===== src/rtl/nbin_pkg.sv =====
// Shared definitions for the NBin stream controller: FSM states and SRAM pin levels.
package nbin_pkg;

   typedef enum logic [1:0] {
      ST_IDLE   = 2'd0,
      ST_FILL   = 2'd1,
      ST_STREAM = 2'd2,
      ST_DONE   = 2'd3
   } state_t;

   // SRAM control pins are active low
   localparam logic CEN_ON  = 1'b0;
   localparam logic CEN_OFF = 1'b1;
   localparam logic WEN_WR  = 1'b0;
   localparam logic WEN_RD  = 1'b1;

endpackage


===== src/rtl/nbin_out_fifo.sv =====
// Small synchronous FIFO holding SRAM read returns until the NFU accepts them.
module nbin_out_fifo
   import nbin_pkg::*;
#(
   parameter int WIDTH = 256,
   parameter int DEPTH = 2
) (
   input  logic                       clk,
   input  logic                       rst_n,
   input  logic                       push,
   input  logic [WIDTH-1:0]           push_data,
   input  logic                       pop,
   output logic                       valid,
   output logic [WIDTH-1:0]           head,
   output logic [$clog2(DEPTH+1)-1:0] count
);

   localparam int PW = (DEPTH > 1) ? $clog2(DEPTH) : 1;
   localparam int CW = $clog2(DEPTH + 1);
   localparam logic [PW-1:0] LAST_PTR = PW'(DEPTH - 1);
   localparam logic [PW-1:0] PTR_ONE  = PW'(1);

   logic [WIDTH-1:0] mem [DEPTH];
   logic [PW-1:0]    rd_ptr;
   logic [PW-1:0]    wr_ptr;
   logic             do_pop;

   assign valid  = (count != '0);
   assign head   = mem[rd_ptr];
   assign do_pop = pop && valid;

   // Pointer and occupancy tracking; pointers wrap explicitly so any depth works
   always_ff @(posedge clk or negedge rst_n) begin
      if (!rst_n) begin
         rd_ptr <= '0;
         wr_ptr <= '0;
         count  <= '0;
      end else begin
         if (push)
            wr_ptr <= (wr_ptr == LAST_PTR) ? '0 : wr_ptr + PTR_ONE;
         if (do_pop)
            rd_ptr <= (rd_ptr == LAST_PTR) ? '0 : rd_ptr + PTR_ONE;
         count <= count + CW'(push) - CW'(do_pop);
      end
   end

   // Storage needs no reset: an entry is only visible once written
   always_ff @(posedge clk) begin
      if (push)
         mem[wr_ptr] <= push_data;
   end

endmodule


===== src/rtl/nbin_stream_ctrl.sv =====
// NBin sequencer: fills the SRAM from DMA and replays address windows to the NFU.
module nbin_stream_ctrl
   import nbin_pkg::*;
#(
   parameter int N          = 256,
   parameter int ADDR       = 6,
   parameter int NUM_WORDS  = 64,
   parameter int FIFO_DEPTH = 2
) (
   input  logic            clk,
   input  logic            rst_n,
   input  logic            i_cmd_valid,
   output logic            o_cmd_ready,
   input  logic            i_cmd_write,
   input  logic [ADDR-1:0] i_cmd_base,
   input  logic [ADDR:0]   i_cmd_count,
   input  logic [7:0]      i_cmd_repeat,
   input  logic            i_fill_valid,
   output logic            o_fill_ready,
   input  logic [N-1:0]    i_fill_data,
   output logic            o_valid,
   input  logic            i_ready,
   output logic [N-1:0]    o_data,
   output logic            o_last,
   output logic            o_done,
   output logic            o_sram_cen,
   output logic            o_sram_wen,
   output logic [ADDR-1:0] o_sram_addr,
   output logic [N-1:0]    o_sram_d,
   input  logic [N-1:0]    i_sram_q
);

   localparam int CW = $clog2(FIFO_DEPTH + 1);
   localparam logic [ADDR:0] IDX_ONE = (ADDR + 1)'(1);
   localparam logic [ADDR:0] WORDS   = NUM_WORDS[ADDR:0];

   state_t          state;
   state_t          state_nx;
   logic [ADDR-1:0] base_q;
   logic [ADDR:0]   count_q;
   logic [7:0]      repeat_q;
   logic [ADDR:0]   last_idx;
   logic [ADDR:0]   acc_idx;
   logic [7:0]      acc_pass;
   logic            acc_done;
   logic [ADDR:0]   out_idx;
   logic [7:0]      out_pass;
   logic            inflight;
   logic [ADDR:0]   addr_sum;
   logic [ADDR:0]   addr_mod;
   logic [ADDR-1:0] acc_addr;
   logic [CW-1:0]   occ;
   logic            fill_fire;
   logic            issue;
   logic            pop;
   logic            credit_ok;
   logic            head_last;

   assign last_idx  = count_q - IDX_ONE;
   assign addr_sum  = {1'b0, base_q} + acc_idx;
   assign addr_mod  = addr_sum % WORDS;
   assign acc_addr  = addr_mod[ADDR-1:0];
   assign pop       = o_valid && i_ready;
   assign head_last = (out_idx == last_idx);
   assign o_last    = o_valid && head_last;
   // A slot freed by this cycle's pop may be reused by this cycle's read
   assign credit_ok = (int'(occ) + int'(inflight)) < (FIFO_DEPTH + int'(pop));

   nbin_out_fifo #(
      .WIDTH (N),
      .DEPTH (FIFO_DEPTH)
   ) u_out_fifo (
      .clk       (clk),
      .rst_n     (rst_n),
      .push      (inflight),
      .push_data (i_sram_q),
      .pop       (pop),
      .valid     (o_valid),
      .head      (o_data),
      .count     (occ)
   );

   // State register
   always_ff @(posedge clk or negedge rst_n) begin
      if (!rst_n)
         state <= ST_IDLE;
      else
         state <= state_nx;
   end

   // Next-state decode plus handshake, issue and done strobes
   always_comb begin
      state_nx     = state;
      o_cmd_ready  = 1'b0;
      o_fill_ready = 1'b0;
      o_done       = 1'b0;
      fill_fire    = 1'b0;
      issue        = 1'b0;
      case (state)
         ST_IDLE: begin
            o_cmd_ready = 1'b1;
            if (i_cmd_valid) begin
               if (i_cmd_count == '0)
                  state_nx = ST_DONE;
               else if (i_cmd_write)
                  state_nx = ST_FILL;
               else
                  state_nx = ST_STREAM;
            end
         end
         ST_FILL: begin
            o_fill_ready = 1'b1;
            fill_fire    = i_fill_valid;
            if (i_fill_valid && (acc_idx == last_idx))
               state_nx = ST_DONE;
         end
         ST_STREAM: begin
            issue = !acc_done && credit_ok;
            if (pop && head_last && (out_pass == repeat_q))
               state_nx = ST_DONE;
         end
         ST_DONE: begin
            o_done   = 1'b1;
            state_nx = ST_IDLE;
         end
         default: state_nx = ST_IDLE;
      endcase
   end

   // SRAM port: parked deselected unless a write beat or read is issued this cycle
   always_comb begin
      o_sram_cen  = CEN_OFF;
      o_sram_wen  = WEN_RD;
      o_sram_addr = '0;
      o_sram_d    = '0;
      if (fill_fire) begin
         o_sram_cen  = CEN_ON;
         o_sram_wen  = WEN_WR;
         o_sram_addr = acc_addr;
         o_sram_d    = i_fill_data;
      end else if (issue) begin
         o_sram_cen  = CEN_ON;
         o_sram_addr = acc_addr;
      end
   end

   // Command capture, access-side (fill/read) and pop-side pass counters
   always_ff @(posedge clk or negedge rst_n) begin
      if (!rst_n) begin
         base_q   <= '0;
         count_q  <= '0;
         repeat_q <= '0;
         acc_idx  <= '0;
         acc_pass <= '0;
         acc_done <= 1'b0;
         out_idx  <= '0;
         out_pass <= '0;
         inflight <= 1'b0;
      end else begin
         inflight <= issue;
         if ((state == ST_IDLE) && i_cmd_valid) begin
            base_q   <= i_cmd_base;
            count_q  <= i_cmd_count;
            repeat_q <= i_cmd_repeat;
            acc_idx  <= '0;
            acc_pass <= '0;
            acc_done <= 1'b0;
            out_idx  <= '0;
            out_pass <= '0;
         end
         if (fill_fire || issue) begin
            if (acc_idx == last_idx) begin
               acc_idx <= '0;
               if (acc_pass == repeat_q)
                  acc_done <= 1'b1;
               else
                  acc_pass <= acc_pass + 8'd1;
            end else begin
               acc_idx <= acc_idx + IDX_ONE;
            end
         end
         if (pop) begin
            if (head_last) begin
               out_idx  <= '0;
               out_pass <= out_pass + 8'd1;
            end else begin
               out_idx <= out_idx + IDX_ONE;
            end
         end
      end
   end

endmodule


===== config.mk =====
export PLATFORM = sky130hd
export DESIGN_NAME = nbin_stream_ctrl
export DESIGN_NICKNAME = d
export VERILOG_FILES = /design/src/rtl/nbin_pkg.sv /design/src/rtl/nbin_out_fifo.sv /design/src/rtl/nbin_stream_ctrl.sv
export SDC_FILE = /design/constraint.sdc
export NUM_CORES = 1
export LEC_CHECK = 0
export BUFFER_PORTS_ARGS = -buffer_cell sky130_fd_sc_hd__buf_2
export CAP_MARGIN = 20
export CORE_AREA = 2 2 419 421
export CTS_CLUSTER_DIAMETER = 150
export CTS_CLUSTER_SIZE = 28
export DETAILED_ROUTE_END_ITERATION = 10
export DIE_AREA = 0 0 421 423
export HOLD_SLACK_MARGIN = 0.02
export MAX_ROUTING_LAYER = met4
export SYNTH_ARGS = -nofsm -noshare
export SYNTH_HDL_FRONTEND = slang
export SYNTH_HIERARCHICAL = 1
export SYNTH_SLANG_ARGS = --single-unit

===== constraint.sdc =====
create_clock -name clk -period 26 [get_ports clk]
set_input_delay 5.2 -clock clk [delete_from_list [all_inputs] [get_ports clk]]
set_output_delay 5.2 -clock clk [all_outputs]
set_load 0.02 [all_outputs]

==> flow_metrics.tcl <==
set metrics [dict create \
    path_clk_slew_ps 90 \
    syn_to_final_growth_pct 35.63 \
    core_area_um2 173200 \
    synthCells 1499 \
    fin_crit_sh_pct 48.04 \
    synth-simple-area-share_pct 9.727 \
    drive_above_1_share_pct 55.13 \
    ir_drop_mv 0.07827 \
    rsz0062_at_grt "false" \
    ys_warn_count 6 \
    synth-edff-count 512 \
    crit_path_max_fanout 139 \
    fin_worst_skew_ps 29.23 \
    cts_tree "yes" \
    critical_path_class "input pin to output pin" \
    root_buffer "clkbuf_16" \
    syn_area_um2 24920 \
    dieArea_um2 178100 \
    p_leak_nw 14.99 \
    synthMuxAreaShare_pct 15.29 \
    top_level_ports 1064 \
    crit_required_ps 20800 \
    avgSynthCellArea_um2 16.62 \
    dr.first_iter.drc_count 1271 \
    async_reset_ff_share_pct 10.33 \
    rows 153 \
    hold_buffers 0 \
    final-hold-violation-count 0 \
    holdWs_ps 490.1 \
    dp_hpwl_um 122800 \
    tightest_slew_ps 1026 \
    vias 17790 \
    final-setup-viol-count 0 \
    grt_max_degree 140 \
    cts.sinks 571 \
    hold_path.class "register to register" \
    h-tree-depth 1 \
    dpl_cell_area_um2 32740 \
    clock_latency_ps 640 \
    synth_xor_area_share_pct 1.652 \
    synth.distinct_cells 54 \
    max_freq_mhz 80.06 \
    mostFrequentLayoutCells "buf_2, edfxtp_1, and3_1" \
    fin_cells 4947 \
    outcome "finished, final reports clean" \
    crit_path_max_incr_delay_ps 490 \
    antenna_found_initial 121 \
    total_power_mw 3.353 \
    num-nets-final 3068 \
    synth_top_family_by_area "multiplexers" \
    cpLargestDelayFamily "buffers and inverters" \
    synth_nets 2057 \
    slew_viol_final 0 \
    place_inst 4807 \
    crit_chain "buf_6 -> buf_4 -> buf_16 -> a21oi_1 -> buf_4 -> nor2b_1 -> buf_2" \
    viasPerCell 3.595 \
    initial_utilization_pct 14.38 \
    fin_area_um2 33790 \
    ctsResizeCount 0 \
    fin_crit_ps 12490 \
    cp_num_buf_inv 5 \
    cts.path.max_buffers 3 \
    die_w_um 421 \
    antenna_left 0 \
    setup_tns_ps 0 \
    grt_pass1_wl_um 177500 \
    avgRoutedWirePerCell_um 28.75 \
    die-height_um 423 \
    io_buffer_count 1063 \
    drt-pass1-iter-count 5 \
    power_density_nw_per_um2 99.24 \
    drv_cap 0 \
    crit_arrival_ps 7290 \
    routabilityCongestion 1.015 \
    cts_inserted_buffers 26 \
    crit_top_cell "buf_4" \
    synth-main-ff-cell "edfxtp_1" \
    endpoint_kind "output pin" \
    synth-compound-area-share_pct 1.928 \
    worst_setup_path_start_kind "input pin" \
    grt_use_total_pct 15.66 \
    ys_ff_latch 571 \
    cts_post_setup_buffers_inserted 0 \
    synthAdderAreaFrac_pct 0.9843 \
    cp_slowest_cell "buf_4" \
    drc 0 \
    relSlewSlack_pct 31.63 \
    postRouteWirelength_um 142200 \
    yosysSeqAreaShare_pct 67.63 \
    grt_pass1_vias 17140 \
    final_common_cell "buf_2" \
    overflow 0 \
]
cell usage after synthesis, types with 16 or more instances:
| library cell | instances | area share (%) |
|---|---|---|
| ha_1 | 18 | 0.90 |
| edfxtp_1 | 512 | 62 |
| dfrtp_1 | 59 | 5.9 |
| mux2_2 | 28 | 1.3 |
| and3_1 | 267 | 6.7 |
| a21o_1 | 17 | 0.51 |
| clkbuf_1 | 66 | 0.99 |
| mux2_4 | 230 | 14 |
| xnor2_1 | 34 | 1.2 |
| o21ai_0 | 16 | 0.32 |
| nand3_1 | 18 | 0.36 |
| nand2_1 | 70 | 1.1 |
flip-flops by register name, indices dropped and copies added (netlist names):
signal             count
u_out_fifo/count       2
acc_done               1
u_out_fifo/mem       512
repeat_q               8
u_out_fifo/rd_ptr      1
out_pass               8
inflight               1
u_out_fifo/wr_ptr      1
acc_pass               8
out_idx                7
count_q                7
base_q                 6
state                  2
acc_idx                7
through the flow:
stage | setup WS, ps | utilization [%]
4_1_cts | 13550 | 19.36
5_1_grt | 13370 | 19.49
3_3_place_gp | 13190 | 18.87
3_5_place_dp | 13560 | 18.90
2_1_floorplan | 13410 | -
6_report | 13510 | 19.51
area by class of cell:
| type | instances | area, um2 |
|---|---|---|
| Timing Repair Buffer | 1083 | 5529 |
| Tap cell | 2325 | 2909 |
| Antenna cell | 99 | 247.7 |
| Multi-Input combinational cell | 813 | 7392 |
| Fill cell | 18760 | 139500 |
| Clock buffer | 37 | 734.5 |
| Sequential cell | 571 | 16850 |
| Inverter | 15 | 56.30 |
| Clock inverter | 4 | 68.82 |
metal layers:
layer  track usage [%]  part of all wire (%)  up-vias
met2             27.60                    52      921
li1                  -                     -     7762
met5                 -                     0        -
met1             17.36                    38     8892
met4             6.649                   4.7        0
met3             2.676                   5.5      211
report_power, final:
part | leakage [nW] | total (mW) | internal [mW] | switching, mW
sequential | 5.42 | 1.32 | 1.22 | 0.0936
combinational | 9.18 | 1.53 | 0.588 | 0.942
clock | 0.388 | 0.505 | 0.204 | 0.301
total | 15.0 | 3.35 | 2.02 | 1.34
cell families (layout without fill, tap and decap cells):
logic type,Yosys count,count (layout)
simple gates,416,416
xor+xnor,47,47
other cells,0,99
mux,262,262
buf+inv,115,1139
flops,571,571
fa+ha+maj,19,19
compound gates,69,69
worst min-delay path, stage by stage, from the launching register on:
cell and delay, ps:
dfrtp_1 360, nand2_1 50, nand2_1 50
worst paths after layout:
check / from / to / slack [ps] / cells past startpoint
min in group asynchronous: rst_n / repeat_q[6] / 4720 / 2
worst max register to register: inflight / u_out_fifo/mem[0][39] / 21200 / 5
max in group asynchronous: rst_n / u_out_fifo/rd_ptr / 20650 / 2
worst min register to register: base_q[3] / base_q[3] / 490 / 2
worst max-delay path: i_fill_valid / o_sram_addr[0] / 13510 / 7
worst min-delay path: base_q[3] / base_q[3] / 490 / 2
Power figures use the tool's default switching activity.
